## src/rtl/bnn_channel_mux.sv

```systemverilog
// Registered N:1 feature-map channel mux: direct mode picks one channel per beat,
// scan mode serialises the whole vector. Optional sel_err port under `MUX_ERR_EN.
module bnn_channel_mux #(
  parameter  int CHANNELS = 4,
  parameter  int WIDTH    = 1,
  localparam int SEL_W    = $clog2(CHANNELS)
) (
  input  logic                      clk,
  input  logic                      rst_n,
  input  logic                      in_valid,
  output logic                      in_ready,
  input  logic [CHANNELS*WIDTH-1:0] channel,
  input  logic [SEL_W-1:0]          sign,
  input  logic                      mode,
  output logic                      out_valid,
  input  logic                      out_ready,
  output logic [WIDTH-1:0]          outMap,
  output logic [SEL_W-1:0]          out_sel,
  output logic                      out_last,
`ifdef MUX_ERR_EN
  output logic                      sel_err,
`endif
  output logic [1:0]                o_dbg_state
);

  typedef enum logic [1:0] {
    ST_IDLE   = 2'd0,
    ST_DIRECT = 2'd1,
    ST_SCAN   = 2'd2
  } state_t;

  state_t                      r_state, w_state_nxt;
  logic [SEL_W-1:0]            r_cnt, w_cnt_nxt, w_cnt_inc;
  logic [CHANNELS*WIDTH-1:0]   r_hold, w_hold_nxt;
  logic [WIDTH-1:0]            r_out_map, w_map_nxt;
  logic [SEL_W-1:0]            r_out_sel, w_sel_nxt;
  logic                        r_out_last, w_last_nxt;
  logic                        w_in_hs, w_out_hs;
`ifdef MUX_ERR_EN
  logic                        r_sel_err, w_err_nxt, w_sign_bad;
`endif

  // Out-of-range indices match no channel, so they select zero.
  function automatic logic [WIDTH-1:0] pick(input logic [CHANNELS*WIDTH-1:0] vec,
                                            input logic [SEL_W-1:0] idx);
    pick = '0;
    for (int k = 0; k < CHANNELS; k++) begin
      if (idx == SEL_W'(k)) pick = vec[k*WIDTH +: WIDTH];
    end
  endfunction

  // Handshakes: a beat moves on a rising edge only when valid and ready are both high;
  // valid never waits on ready, and in_ready only opens when the output slot frees up.
  assign out_valid = (r_state != ST_IDLE);
  assign in_ready  = rst_n & (~out_valid | (out_ready & r_out_last));
  assign w_in_hs   = in_valid & in_ready;
  assign w_out_hs  = out_valid & out_ready;
  assign w_cnt_inc = r_cnt + SEL_W'(1);

  assign outMap      = r_out_map;
  assign out_sel     = r_out_sel;
  assign out_last    = r_out_last;
  assign o_dbg_state = r_state;
`ifdef MUX_ERR_EN
  assign sel_err     = r_sel_err;
  assign w_sign_bad  = (int'(sign) >= CHANNELS);
`endif

  always_comb begin
    w_state_nxt = r_state;
    w_cnt_nxt   = r_cnt;
    w_hold_nxt  = r_hold;
    w_map_nxt   = r_out_map;
    w_sel_nxt   = r_out_sel;
    w_last_nxt  = r_out_last;
`ifdef MUX_ERR_EN
    w_err_nxt   = r_sel_err;
`endif
    if (w_in_hs) begin
      if (!mode) begin
        w_state_nxt = ST_DIRECT;
        w_cnt_nxt   = '0;
        w_map_nxt   = pick(channel, sign);
        w_sel_nxt   = sign;
        w_last_nxt  = 1'b1;
`ifdef MUX_ERR_EN
        w_err_nxt   = w_sign_bad;
`endif
      end else begin
        w_state_nxt = ST_SCAN;
        w_cnt_nxt   = '0;
        w_hold_nxt  = channel;
        w_map_nxt   = channel[WIDTH-1:0];
        w_sel_nxt   = '0;
        w_last_nxt  = (CHANNELS == 1);
`ifdef MUX_ERR_EN
        w_err_nxt   = 1'b0;
`endif
      end
    end else if (w_out_hs) begin
      if (r_out_last) begin
        w_state_nxt = ST_IDLE;
      end else begin
        // Only a scan beat can be non-last; advance to the next held channel.
        w_cnt_nxt  = w_cnt_inc;
        w_map_nxt  = pick(r_hold, w_cnt_inc);
        w_sel_nxt  = w_cnt_inc;
        w_last_nxt = (w_cnt_inc == SEL_W'(CHANNELS-1));
      end
    end
  end

  always_ff @(posedge clk) begin
    if (!rst_n) begin
      r_state    <= ST_IDLE;
      r_cnt      <= '0;
      r_hold     <= '0;
      r_out_map  <= '0;
      r_out_sel  <= '0;
      r_out_last <= 1'b0;
`ifdef MUX_ERR_EN
      r_sel_err  <= 1'b0;
`endif
    end else begin
      r_state    <= w_state_nxt;
      r_cnt      <= w_cnt_nxt;
      r_hold     <= w_hold_nxt;
      r_out_map  <= w_map_nxt;
      r_out_sel  <= w_sel_nxt;
      r_out_last <= w_last_nxt;
`ifdef MUX_ERR_EN
      r_sel_err  <= w_err_nxt;
`endif
    end
  end

endmodule

```

## config.mk

```make
export PLATFORM = sky130hd
export DESIGN_NAME = bnn_channel_mux
export DESIGN_NICKNAME = d
export VERILOG_FILES = /design/src/rtl/bnn_channel_mux.sv
export SDC_FILE = /design/constraint.sdc
export NUM_CORES = 1
export LEC_CHECK = 0
export ABC_AREA = 1
export CORE_UTILIZATION = 45
export DETAILED_ROUTE_END_ITERATION = 6
export PLACE_DENSITY = 0.76
export SLEW_MARGIN = 20
export SYNTH_ARGS = -nofsm -noshare
export SYNTH_HDL_FRONTEND = slang
export SYNTH_SLANG_ARGS = --single-unit
export TNS_END_PERCENT = 30
```

## constraint.sdc

```tcl
create_clock -name clk -period 1.4 [get_ports clk]
set_clock_uncertainty 0.1 [all_clocks]
set_input_delay 0.35 -clock clk [delete_from_list [all_inputs] [get_ports clk]]
set_output_delay 0.35 -clock clk [all_outputs]
set_load 0.01 [all_outputs]
```

## Word-level counts from Yosys, hierarchy flattened

Cells that the tools add are included.

- Logic and storage cells: 56
- Input port bits: 11
- Bits in registers: 12
- Output and inout port bits: 8

- Multiplexer cells: 24
- Equality and inequality tests: 7
- Add/subtract/negate cells: 1
- Reductions and logical operators: 10
- Bitwise operators: 8

Operators by type and width:

| kind | number |
|---|---|
| two-way mux 1 bit | 16 |
| two-way mux 2 bit | 8 |
| equality test 2 bit (second input constant) | 4 |
| AND reduction 2 bit | 4 |
| nonzero test 2 bit | 3 |
| AND 1 bit | 4 |
| equality test 2 x 1 -> 1 bit (second input constant) | 2 |
| logical NOT 2 bit | 2 |
| inverter 1 bit | 3 |
| adder 2 x 1 -> 2 bit (second input constant) | 1 |
| inequality test 2 x 1 -> 1 bit (second input constant) | 1 |
| OR reduction 2 bit | 1 |
| OR 1 bit | 1 |

## Longest topological paths before layout

- Word-level depth: 9
- Gate-level depth with buffers: 10
- Gate-level depth less buffers: 10

## Worst setup path before layout

OpenSTA, ideal clock, no wires.

- Kind: flip-flop to output port
- Start point: reg r_state[1] (netlist: o_dbg_state[1])
- End point: out in_ready
- Slack: 0.095 ns
- Cell stages (with the launch flop): 3
- Required time: 0.950 ns
- Arrival time: 0.855 ns
- Cell sequence: dfxtp_1 > or2_4 > a21oi_1

- Cells in the longest elaborated chain, start to end: 4

RTL lines:

| element | RTL line | source |
|---|---|---|
| start: declaration | 32 | `state_t r_state, w_state_nxt;` |
| start signal: assignment | 125 | `r_state <= w_state_nxt;` |
| nonzero test 2 bit | 54 | `assign out_valid = (r_state != ST_IDLE);` |
| net out_valid | 15 | `output logic out_valid,` |
| inverter 1 bit | 55 | `assign in_ready = rst_n & (~out_valid \| (out_ready & r_out_last));` |
| OR 1 bit | 55 |  |
| AND 1 bit | 55 |  |
| end: declaration | 11 | `output logic in_ready,` |

The timed path passes the listed nets, and every way through them passes these cells.

## Final worst setup path

- Start point: reg r_state[0] (netlist: o_dbg_state[0])
- End point: out in_ready

- Cells in the longest elaborated chain, start to end: 4

RTL lines:

| element | RTL line |
|---|---|
| nonzero test 2 bit | 54 |
| inverter 1 bit | 55 |
| OR 1 bit | 55 |
| AND 1 bit | 55 |

Every way passes these cells.

==> run_results.csv <==
group,metric,value,unit
synthesis,synth-compound-area-share,14.4,%
global_routing,grt_pass1_wl,2570,µm
clock_tree,cts_hold_buf,0,
synthesis,yosys_register_bits,12,
global_routing,grt_pass1_vias,632,
final_layout,layout_commonest_cell,"nand2_1",
synthesis,synth_top_family_by_area,"simple AND/OR/NAND/NOR gates",
power_and_ir_drop,p_sw,0.245,mW
power_and_ir_drop,p_comb_share,29.0,%
floorplanning,start_util,50.7,%
drt,viasPerCell,5.03,
synthesis,seq_area_frac_synth,35.1,%
sta,clock.fmax,0.641,GHz
floorplanning,die_area,1680,µm²
power_and_ir_drop,p_per_area,814,nW/µm²
critical_path,critPathSlowestCell,"dfxtp_2",
final_layout,finalNetCount,148,
outcome,violations,"negative setup slack",
clock_tree,clock_sinks,12,
flow_run,maxCapViolCount,0,
critical_path,cp_top_family,"flip-flops",
sta,slew_viol_final,0,
placement,place.gp.congestion,0.772,
clock_tree,insertion_delay,270,ps
synthesis,netlist_instances,99,
power_and_ir_drop,p_sw_share,29.7,%
sta,setup_slack,-160,ps
synthesis,synthSimpleGateAreaFrac,33.6,%
sta,tightest_slew,221,ps
critical_path,worst-path-buf-inv,1,
placement,io_buffers,18,
drt,totalWireLength,1760,µm
power_and_ir_drop,clockPowerShare,25.8,%
drt,drtIter0Drc,6,
global_routing,grt-ovfl-total,0,
synthesis,synth_fp_nets,114,
synthesis,synth_adder_area_share,7.31,%
critical_path,setup.worst_path.class,"register to primary output",
placement,place_area,953,µm²
sta,finalSetupViolCount,3,
clock_tree,clock_path_buffers,2,
placement,dp_hpwl,1260,µm
clock_tree,numCtsBuffers,3,
placement,post-place-ws,-645,ps
power_and_ir_drop,ir_worst_vdd,0.614,mV
power_and_ir_drop,power_leakage,0.508,nW
sta,slew_headroom,85.3,%
drt,dr_total_vias,734,
floorplanning,io_pins,19,
global_routing,grt_usage,24.0,%
final_layout,n_antenna_cell,0,
clock_tree,clockRootBuffer,"clkbuf_4",
floorplanning,die_w,41,µm
power_and_ir_drop,intPower,0.580,mW
synthesis,synth_mux_area_share,0,%
clock_tree,cts-htree-levels,1,
critical_path,cp-end-kind,"primary output",
hold_path,hold_class,"register to register",
synthesis,syn_avg_cell_area,6.91,µm²
outcome,status,"complete, but fails checks",
global_routing,antenna_found_initial,0,
drt,wl_per_cell,12.1,µm
drt,remaining_drc_errors,0,
critical_path,critPathRequiredTime,950,ps
clock_tree,clk_pin_slew,70,ps
floorplanning,core_area,1350,µm²
final_layout,fin_area,1010,µm²
synthesis,synth_xor_area_share,0,%
floorplanning,num_rows,13,
clock_tree,cts_tree,"built",
critical_path,cp.arrival,1110,ps
sta,post-route-period-util,111,%
final_layout,area_growth,47.9,%
final_layout,layout-drive-gt1-share,27.5,%
synthesis,synth_warnings,0,
floorplanning,die_h,41,µm
sta,rsz0062_at_grt,"yes",
drt,ant_nets,0,
synthesis,synth_cell_types,19,
critical_path,critPathLaunchType,"register",
sta,final_hold_viol_count,0,
final_layout,final_cell_mix,"28 x nand2_1, 15 x inv_1, 11 x buf_4",
power_and_ir_drop,p_seq_share,45.2,%
critical_path,max_stage_delay,320,ps
sta,finalCriticalPeriod,1560,ps
synthesis,synthesis.area,684,µm²
critical_path,cp_max_fo,2,
global_routing,grt_max_degree,11,
drt,firstDrtPassIters,4,
critical_path,path_cells,"or2_4 -> a21oi_2 -> buf_2",
==> power by group through the flow <==
stage               Sequential [mW]  Combinational (mW)  Clock [mW]
floorplan                     0.386              0.0966           0
global placement              0.378               0.218           0
detailed placement            0.379               0.223           0
CTS                           0.371               0.230       0.215
global route                  0.375               0.261       0.225
finish                        0.372               0.239       0.212
==> cell usage after synthesis <==
master    instances  area [µm²]
a21boi_0          1        7.51
a21oi_1           8        40.0
a31oi_1           2        12.5
buf_2             1        5.00
dfxtp_1          12         240
ha_1              4        50.1
inv_1            16        60.1
nand2_1          30         113
nand3_1           7        35.0
nand3_4           1        17.5
nand3b_1          1        7.51
nand4_1           1        6.26
nand4_2           1        12.5
nor2_1            5        18.8
nor2_4            1        11.3
o21ai_0           5        25.0
o21ai_1           1        5.00
o21ai_2           1        8.76
or2_4             1        8.76
==> sequential cells by signal, summed over array words and instances, names as in the netlist <==
| signal | cells |
|---|---|
| out_last | 1 |
| r_hold | 4 |
| o_dbg_state | 2 |
| outMap | 1 |
| out_sel | 2 |
| r_cnt | 2 |
==> worst register-to-register path, stage by stage, from the launching register on <==
cell,delay (ps)
dfxtp_2,320
buf_4,140
o21ai_4,180
buf_4,150
nand4_4,150
o21ai_1,170
nor2_1,70
nor2_1,80
==> stage by stage <==
stage	util (%)	power [mW]	hold WS, ps	cells	TNS, ps
after floorplan	-	0.483	329	99	0
after global placement	70.6	0.596	347	141	-5740
after detailed placement	70.6	0.601	357	141	-6140
after CTS	74.0	0.816	370	145	-309
after global routing	75.0	0.861	399	146	-643
final	75.0	0.824	370	146	-311
==> per-layer routing <==
| metal | global-route usage, % | share of wire (%) |
|---|---|---|
| met5 | 0 | 0 |
| met4 | 7.50 | 1.2 |
| met3 | 3.26 | 3.1 |
| met2 | 43.4 | 49 |
| met1 | 28.8 | 46 |
==> cell type report <==
class | instances | area, µm²
Inverter | 16 | 60.1
Fill cell | 114 | 338
Clock buffer | 3 | 22.5
Timing Repair Buffer | 30 | 251
Tap cell | 15 | 18.8
Sequential cell | 12 | 246
Multi-Input combinational cell | 70 | 413
==> logic make-up (layout without fill, tap and decap cells) <==
group	count (synthesis)	after routing
and+or+nand+nor	48	48
adders and majority gates	4	4
DFF	12	12
AOI/OAI and AO/OA	18	18
buffers and inverters	17	49
==> final timing paths <==
| kind | start | end | slack, ps | cells after the start |
|---|---|---|---|---|
| hold / removal | r_hold[2]$_SDFFE_PN0P_ | r_hold[2]$_SDFFE_PN0P_ | 370 | 2 |
| setup reg to reg | o_dbg_state[0]$_SDFFE_PN0P_ | outMap$_SDFFE_PN0P_ | -10 | 7 |
| hold reg to reg | r_hold[2]$_SDFFE_PN0P_ | r_hold[2]$_SDFFE_PN0P_ | 370 | 2 |
| setup / recovery | o_dbg_state[0]$_SDFFE_PN0P_ | in_ready | -160 | 3 |
==> repair_timing <==
action,in CTS,in global routing
setup buffers,1,1
pin swaps,5,6
endpoints found under the setup margin,20,11
gates resized for setup,34,10
Power figures use the tool's default switching activity.
